`config.mk`:
```
export PLATFORM = sky130hd
export DESIGN_NAME = reg_bank_wr8_flat
export DESIGN_NICKNAME = d
export VERILOG_FILES = /design/src/rtl/reg_bank_wr8_if.sv /design/src/rtl/reg_bank_wr8.sv /design/src/flat_wrapper.sv
export SDC_FILE = /design/constraint.sdc
export NUM_CORES = 1
export LEC_CHECK = 0
export ABC_AREA = 1
export ABC_CLOCK_PERIOD_IN_PS = 2310
export CORE_UTILIZATION = 42
export CTS_BUF_LIST = sky130_fd_sc_hd__clkbuf_4 sky130_fd_sc_hd__clkbuf_8
export CTS_CLUSTER_SIZE = 14
export DETAILED_ROUTE_END_ITERATION = 7
export PLACE_DENSITY = 0.69
export REMOVE_ABC_BUFFERS = 1
export SKIP_LAST_GASP = 1
export SYNTH_ARGS = -nofsm -noshare
export SYNTH_HDL_FRONTEND = slang
export SYNTH_SLANG_ARGS = --single-unit
```
`constraint.sdc`:
```
create_clock -name clk -period 2.31 [get_ports clk]
set_input_delay 0.3465 -clock clk [delete_from_list [all_inputs] [get_ports clk]]
set_output_delay 0.3465 -clock clk [all_outputs]
set_load 0.02 [all_outputs]
```
`src/rtl/reg_bank_wr8_if.sv`:
```
// Write-back request channel into the reg_bank_wr8 write queue.
interface reg_bank_wr8_if #(
  parameter int unsigned N = 32
);
  logic         wr_valid;
  logic         wr_ready;
  logic [2:0]   wr_addr;
  logic [N-1:0] wr_data;

  modport master (output wr_valid, output wr_addr, output wr_data, input wr_ready);
  modport slave  (input wr_valid, input wr_addr, input wr_data, output wr_ready);
endinterface

```
`src/rtl/reg_bank_wr8.sv`:
```
// Eight-entry register bank fed by a 2-deep in-order write queue; exposes a
// pending-write mask so hazard logic can see uncommitted destinations.
module reg_bank_wr8 #(
  parameter int unsigned N         = 32,
  parameter bit          ZERO_REG0 = 1'b1
) (
  input  logic              clk,
  input  logic              rstn,
  reg_bank_wr8_if.slave     wr,
  input  logic              bank_hold,
  output logic [N-1:0]      q0,
  output logic [N-1:0]      q1,
  output logic [N-1:0]      q2,
  output logic [N-1:0]      q3,
  output logic [N-1:0]      q4,
  output logic [N-1:0]      q5,
  output logic [N-1:0]      q6,
  output logic [N-1:0]      q7,
  output logic [7:0]        pend_mask,
  output logic [1:0]        wq_count
);

  localparam int unsigned NREG  = 8;
  localparam int unsigned DEPTH = 2;

  logic [N-1:0] regs    [NREG];
  logic [2:0]   wq_addr [DEPTH];
  logic [N-1:0] wq_data [DEPTH];
  logic         head;
  logic         tail;
  logic [1:0]   count;

  logic         push;
  logic         pop;
  logic [2:0]   head_addr;
  logic [N-1:0] head_data;

  assign wr.wr_ready = (count != 2'd2);
  assign push        = wr.wr_valid && wr.wr_ready;
  assign pop         = (count != 2'd0) && !bank_hold;
  assign head_addr   = wq_addr[head];
  assign head_data   = wq_data[head];
  assign wq_count    = count;

  // Queue storage, pointers and occupancy
  always_ff @(posedge clk or negedge rstn) begin
    if (!rstn) begin
      head  <= 1'b0;
      tail  <= 1'b0;
      count <= 2'd0;
      for (int i = 0; i < DEPTH; i++) begin
        wq_addr[i] <= '0;
        wq_data[i] <= '0;
      end
    end else begin
      if (push) begin
        wq_addr[tail] <= wr.wr_addr;
        wq_data[tail] <= wr.wr_data;
        tail          <= ~tail;
      end
      if (pop) begin
        head <= ~head;
      end
      count <= 2'(count + 2'(push) - 2'(pop));
    end
  end

  // Commit the head entry; register 0 ignores writes when hardwired to zero
  always_ff @(posedge clk or negedge rstn) begin
    if (!rstn) begin
      for (int r = 0; r < NREG; r++) begin
        regs[r] <= '0;
      end
    end else if (pop) begin
      for (int r = 0; r < NREG; r++) begin
        if ((head_addr == 3'(r)) && !(ZERO_REG0 && (r == 0))) begin
          regs[r] <= head_data;
        end
      end
    end
  end

  // Occupied slots are the first `count` entries starting at head
  always_comb begin
    pend_mask = 8'h00;
    for (int i = 0; i < DEPTH; i++) begin
      if (2'(i) < count) begin
        pend_mask[wq_addr[head + 1'(i)]] = 1'b1;
      end
    end
  end

  assign q0 = regs[0];
  assign q1 = regs[1];
  assign q2 = regs[2];
  assign q3 = regs[3];
  assign q4 = regs[4];
  assign q5 = regs[5];
  assign q6 = regs[6];
  assign q7 = regs[7];

endmodule

```
`src/flat_wrapper.sv`:
```
// flat-port wrapper written by rule: the top's interface ports become plain ports
module reg_bank_wr8_flat 
#(
  parameter int unsigned N         = 32,
  parameter bit          ZERO_REG0 = 1'b1
)
  (clk, rstn, bank_hold, q0, q1, q2, q3, q4, q5, q6, q7, pend_mask, wq_count, wr_wr_valid, wr_wr_addr, wr_wr_data, wr_wr_ready);
  reg_bank_wr8_if #(.N(N)) wr_i ();
  input  logic clk;
  input  logic rstn;
  input  logic bank_hold;
  output logic [N-1:0] q0;
  output logic [N-1:0] q1;
  output logic [N-1:0] q2;
  output logic [N-1:0] q3;
  output logic [N-1:0] q4;
  output logic [N-1:0] q5;
  output logic [N-1:0] q6;
  output logic [N-1:0] q7;
  output logic [7:0] pend_mask;
  output logic [1:0] wq_count;
  input wire logic [$bits(wr_i.wr_valid)-1:0] wr_wr_valid;
  input wire logic [$bits(wr_i.wr_addr)-1:0] wr_wr_addr;
  input wire logic [$bits(wr_i.wr_data)-1:0] wr_wr_data;
  output wire logic [$bits(wr_i.wr_ready)-1:0] wr_wr_ready;
  assign wr_i.wr_valid = wr_wr_valid;
  assign wr_i.wr_addr = wr_wr_addr;
  assign wr_i.wr_data = wr_wr_data;
  assign wr_wr_ready = wr_i.wr_ready;
  reg_bank_wr8 #(.N(N), .ZERO_REG0(ZERO_REG0)) u_core (.clk(clk), .rstn(rstn), .wr(wr_i), .bank_hold(bank_hold), .q0(q0), .q1(q1), .q2(q2), .q3(q3), .q4(q4), .q5(q5), .q6(q6), .q7(q7), .pend_mask(pend_mask), .wq_count(wq_count));
endmodule
```
Word level (Yosys, flattened, before mapping)
Index checks and enable logic that the tools add are counted.
{"block": "word_totals", "ff_bits": 298, "memories": 0, "mem_bits_ro": 0, "latch_bits": 0, "mem_bits_rw": 0}
{"block": "op_classes", "addsub": 3, "shift": 0, "mux": 21, "reduce_logical": 14, "multipliers": 0, "order_cmp": 10, "n_div": 0, "eq_ne": 8, "bitwise_logic": 6}
{"operator": "32-bit 2-to-1 mux", "n": 4}
{"operator": "64-bit bitwise mux", "n": 1}
{"operator": "32-bit demux with 1-bit select", "n": 1}
{"operator": "3-bit 2-to-1 mux", "n": 7}
{"operator": "8-bit 2-to-1 mux", "n": 2}
{"operator": "2-bit AND reduction", "n": 7}
{"operator": "3-bit == test, second input constant", "n": 4}
{"operator": "3-bit by 4-bit < comparator with 1-bit output, second input constant", "n": 2}
{"operator": "8-bit bitwise OR", "n": 1}
{"operator": "6-bit bitwise mux", "n": 1}
{"operator": "1-bit demux with 3-bit select", "n": 2}
{"operator": "3-bit by 2-bit == test with 1-bit output, second input constant", "n": 2}
{"operator": "2-bit >= comparator, second input constant", "n": 3}
{"operator": "3-bit by 1-bit >= comparator with 1-bit output, second input constant", "n": 2}
{"operator": "1-bit inverter with 2-bit output", "n": 3}
{"operator": "1-bit logical AND", "n": 5}
{"operator": "1-bit by 2-bit < comparator with 1-bit output, first input constant", "n": 2}
{"operator": "3-bit demux with 1-bit select", "n": 1}
{"operator": "3-bit by 1-bit == test with 1-bit output, second input constant", "n": 1}
{"operator": "2-bit by 1-bit adder with 2-bit output", "n": 1}
{"operator": "2-bit by 1-bit < comparator with 1-bit output, second input constant", "n": 1}
{"operator": "1-bit 2-to-1 mux", "n": 2}
{"operator": "2-bit inequality test, second input constant", "n": 1}
{"operator": "1-bit inverter", "n": 2}
{"operator": "other kinds (4)", "n": 4}

Depth between registers and ports, before layout
{"block": "logic_depth", "depth_word": 11, "ltp_mapped": 9}

Least setup slack after synthesis
Ideal clock, no wire load.
{"block": "synth_timing", "path_kind": "register to register", "startpoint": "reg u_core.count[1] (netlist: u_core.wq_count[1])", "endpoint": "reg u_core.count[1] (netlist: u_core.wq_count[1])", "arrival_ps": 1757, "stages_incl_launch_ff": 9, "path_slack_ps": 431, "required_ps": 2187, "setup_time_ps": 123, "synth_period_minus_slack_ps": 1879, "n_path_buf": 2, "path_cell_list": "dfrtp_1 > nor2_1 > nor2_4 > buf_4 > buf_2 > ha_1 > inv_1 > ha_1 > xnor2_1"}
{"block": "synth_via", "word_cells_on_any_way": 6}
{"element": "start: declaration", "line": "reg_bank_wr8.sv:31", "source": "logic [1:0] count;"}
{"element": "start signal: assignment", "line": "reg_bank_wr8.sv:64", "source": "count <= 2'(count + 2'(push) - 2'(pop));"}
{"element": "2-bit nonzero test", "line": "reg_bank_wr8.sv:40", "source": "assign pop = (count != 2'd0) && !bank_hold;"}
{"element": "1-bit logical AND", "line": "reg_bank_wr8.sv:40"}
{"element": "net u_core.pop", "line": "reg_bank_wr8.sv:34", "source": "logic pop;"}
{"element": "2-bit by 1-bit subtractor with 2-bit output", "line": "reg_bank_wr8.sv:64"}
The timed path passes the listed nets, and every way through them passes these cells.
A chain may end at the register's enable or synchronous reset.

Worst setup path after layout
{"block": "layout_timing", "startpoint": "reg u_core.head", "endpoint": "out pend_mask[6]"}
{"block": "layout_via", "elab_chain_cells": 11, "word_cells_on_any_way": 22}
{"element": "start: declaration", "line": "reg_bank_wr8.sv:29", "source": "logic head;"}
{"element": "start signal: assignment", "line": "reg_bank_wr8.sv:62", "source": "head <= ~head;"}
{"element": "1-bit adder or 1-bit inverter with 2-bit output (tied branches)", "line": "reg_bank_wr8.sv:88", "source": "pend_mask[wq_addr[head + 1'(i)]] = 1'b1;"}
{"element": "1-bit inverter with 2-bit output (implied by the code) or 3-bit 2-to-1 mux (tied branches)", "line": "reg_bank_wr8.sv:88"}
{"element": "3-bit 2-to-1 mux (implied by the code) (2 in series)", "line": "reg_bank_wr8.sv:88"}
{"element": "3-bit 2-to-1 mux (implied by the code), or another cell as far along", "line": "reg_bank_wr8.sv:88"}
{"element": "3-bit by 4-bit < comparator with 1-bit output (implied by the code), or another cell as far along", "line": "reg_bank_wr8.sv:88"}
{"element": "1-bit logical AND (implied by the code) or 1-bit 2-to-1 mux (tied branches)", "line": "reg_bank_wr8.sv:88"}
{"element": "1-bit 2-to-1 mux (implied by the code) or 1-bit demux with 3-bit select (tied branches)"}
{"element": "1-bit demux with 3-bit select or 8-bit 2-to-1 mux (tied branches)"}
{"element": "8-bit bitwise OR (no line)"}
{"element": "8-bit 2-to-1 mux (*)", "line": "reg_bank_wr8.sv:87", "source": "if (2'(i) < count) begin"}
{"element": "end: declaration", "line": "flat_wrapper.sv:20", "source": "output logic [7:0] pend_mask;"}
Mark *: on every way between the ends. The rest lies on a longest branch, timed or not. The select of a mux whose other input is x is not followed.

==> flow_summary.json <==
{
  "status": "complete, no violations",
  "multiInputGateArea_sq_um": 4612,
  "cts_buffers": 49,
  "dp_hpwl_um": 25280,
  "clock_skew_ns": 0.02525,
  "viasPerCell": 5.327,
  "vdd_drop_max_v": 0.001569,
  "overflow": 0,
  "max_cap_violations": 0,
  "num_vias": 11450,
  "grt_pass1_vias": 11100,
  "dieArea_sq_um": 31310,
  "worstPathMaxFanout": 6,
  "p_per_area_nw_per_um2": 1677,
  "hold_path_class": "input port to async pin",
  "nFillCells": 2676,
  "leakage_uw": 0.008560,
  "tightest_slew_ns": 0.5531,
  "routabilityCongestion": 0.8778,
  "grt_antenna_before_repair": 0,
  "rsz0062_at_grt": "yes",
  "hold_viol_final": 0,
  "firstDrtPassIters": 7,
  "seq_area_sq_um": 7458,
  "crit_path_end_kind": "primary output",
  "start_util": 0.4302,
  "drive_above_1_share": 0.09380,
  "cts.clk_slew.worst_paths_ns": 0.06,
  "grt_start_max_net_pins": 110,
  "wl_per_cell_um": 18.58,
  "fin_crit_sh": 0.9654,
  "crit_start": "u_core.head$_DFFE_PN0P_",
  "crit_arrival_ns": 1.88,
  "ant_nets": 0,
  "setup_ws_ns": 0.08001,
  "syn-cell-area_sq_um": 12850,
  "clk_latency_ns": 0.56,
  "stdcell_area_sq_um": 16950,
  "r2r-start": "u_core.head$_DFFE_PN0P_",
  "grt_pass1_wl_um": 62650,
  "drt_iter0_markers": 1056,
  "final_common_cell": "nand2_1",
  "fp.dieW_um": 176.9,
  "place_ws_ns": 0.07862,
  "cts_tree": "built",
  "finalSetupViolations": 0,
  "crit_type": "flop to primary output",
  "syn_area_per_cell_sq_um": 8.720,
  "finalMaxSlewViolations": 0,
  "die_h_um": 176.9,
  "cp-start-kind": "flop",
  "synth-edff-count": 0,
  "fp-row-count": 63,
  "ys_ff_latch": 298,
  "relSlewSlack": 0.6312,
  "core-area_sq_um": 29870,
  "yosys_warnings": 32,
  "yosysSeqAreaShare": 0.5802,
  "area_growth_syn_to_layout_pct": 31.84,
  "dpl_cell_area_sq_um": 15890,
  "cp.required_ns": 1.96,
  "synth_cell_types": 20,
  "fin_crit_ns": 2.230,
  "clock_path_buffers": 3,
  "io_buffers": 273,
  "clkSinkCount": 298,
  "syn_inst": 1474,
  "nets": 1770,
  "drc": 0,
  "diodes": 0,
  "fmax_mhz": 448.4,
  "drt-total-wl_um": 39930,
  "synth_flop_cell": "dfrtp_1",
  "root_buffer": "clkbuf_8",
  "grt_use_total": 0.2580,
  "io_pins": 306,
  "final_cell_mix": "nand2_1, dfrtp_1, clkdlybuf4s50_1",
  "synthArstFlopShare": 1.000,
  "htreeDepth": 2
}
==> layout make-up <==
cell class,count,share of cell area
flip-flops and latches,298,0.4401
multi-input cells,1009,0.2721
inverters,49,0.01115
repair buffers,322,0.1881
clock inverters,2,0.002215
clock buffers,79,0.05752
well taps,390,0.02879
==> power by group <==
| part | total [uW] | switching [uW] | internal [uW] | leakage, uW |
|---|---|---|---|---|
| sequential | 9050 | 1500 | 7540 | 0.00384 |
| clock | 4760 | 2020 | 2750 | 0.000536 |
| combinational | 14600 | 9560 | 5050 | 0.00418 |
| total | 28400 | 13100 | 15300 | 0.00856 |
==> logic make-up after synthesis <==
kind of cell,after synthesis,synth area share
adders and majority gates,2,0.001947
other,1,0.0002917
and+or+nand+nor,891,0.3077
AOI/OAI and AO/OA,81,0.03154
DFF,298,0.5802
buffers and inverters,198,0.07632
xor gates and xnor gates,3,0.002045
==> worst max-delay path, cell delays in order, from the launching register on <==
cell	delay [ns]
dfrtp_2	0.46
buf_4	0.15
nand2_1	0.08
nand2_2	0.13
nor2_4	0.15
nand3_1	0.08
o21ai_0	0.09
buf_2	0.19
==> final timing paths <==
| check | to | slack [ns] | depth (start not counted) |
|---|---|---|---|
| hold reg to reg | u_core.q1[9]$_DFFE_PN0P_ | 0.47 | 2 |
| hold / removal | u_core.q1[21]$_DFFE_PN0P_ | 0.31 | 2 |
| min in group clk | u_core.wq_data[59]$_DFFE_PN0P_ | 0.35 | 3 |
| setup / recovery | pend_mask[6] | 0.08 | 7 |
| setup reg to reg | u_core.q4[16]$_DFFE_PN0P_ | 0.17 | 9 |
| max in group asynchronous | u_core.q2[23]$_DFFE_PN0P_ | 1.26 | 3 |
==> through the flow <==
step | util | total power, uW | TNS, ns | cells | hold slack, ns
5_1_grt | 0.5672 | 30170 | -0.06768 | 2149 | 0.3290
3_5_place_dp | 0.5320 | 23580 | 0 | 2063 | 0.3089
2_1_floorplan | - | 16170 | -631.27 | 1356 | 0.05091
6_report | 0.5672 | 28420 | 0 | 2149 | 0.3112
4_1_cts | 0.5666 | 28400 | -0.2439 | 2147 | 0.3045
3_3_place_gp | 0.5320 | 23260 | 0 | 2063 | 0.3048
==> cells in the mapped netlist, types with 2 or more instances <==
master      n  area share
buf_2      65       0.025
buf_4      39       0.023
clkbuf_1   44       0.013
dfrtp_1   298        0.58
ha_1        2      0.0019
inv_1      48       0.014
nand2_1   642        0.19
nand2_2     3      0.0015
nand3_1    12      0.0047
nand4_1   225        0.11
nor2_1      3     0.00088
nor2_2      3      0.0015
nor2_4      2      0.0018
o21ai_0    81       0.032
xnor2_1     2      0.0014
==> per-layer routing <==
metal / vias to the layer above / share of wire / GRT usage
met1: 5570 / 0.43 / 0.3496
met4: 0 / 0.026 / 0.08369
met2: 487 / 0.46 / 0.4087
met5: - / 0 / 0
met3: 70 / 0.084 / 0.05928
li1: 5320 / - / -
==> sequential cells by signal, summed over array words and instances, names as in the netlist, 2 cells and up <==
register and flops:
u_core.q5 32, u_core.wq_data 64, u_core.q6 32, u_core.q3 32, u_core.q4 32, u_core.q1 32
u_core.wq_addr 6, u_core.q2 32, u_core.q7 32, u_core.wq_count 2
==> timing repair <==
item                       in CTS  in global routing
cloned                          0                  0
resized for setup              38                 25
hold endpoints to repair       46                  0
pin swaps                       0                  3
hold buffers                    1                  0
setup buffers                   2                  2
setup endpoints to repair       8                 48
No activity file was read; power rests on OpenSTA's default activity.
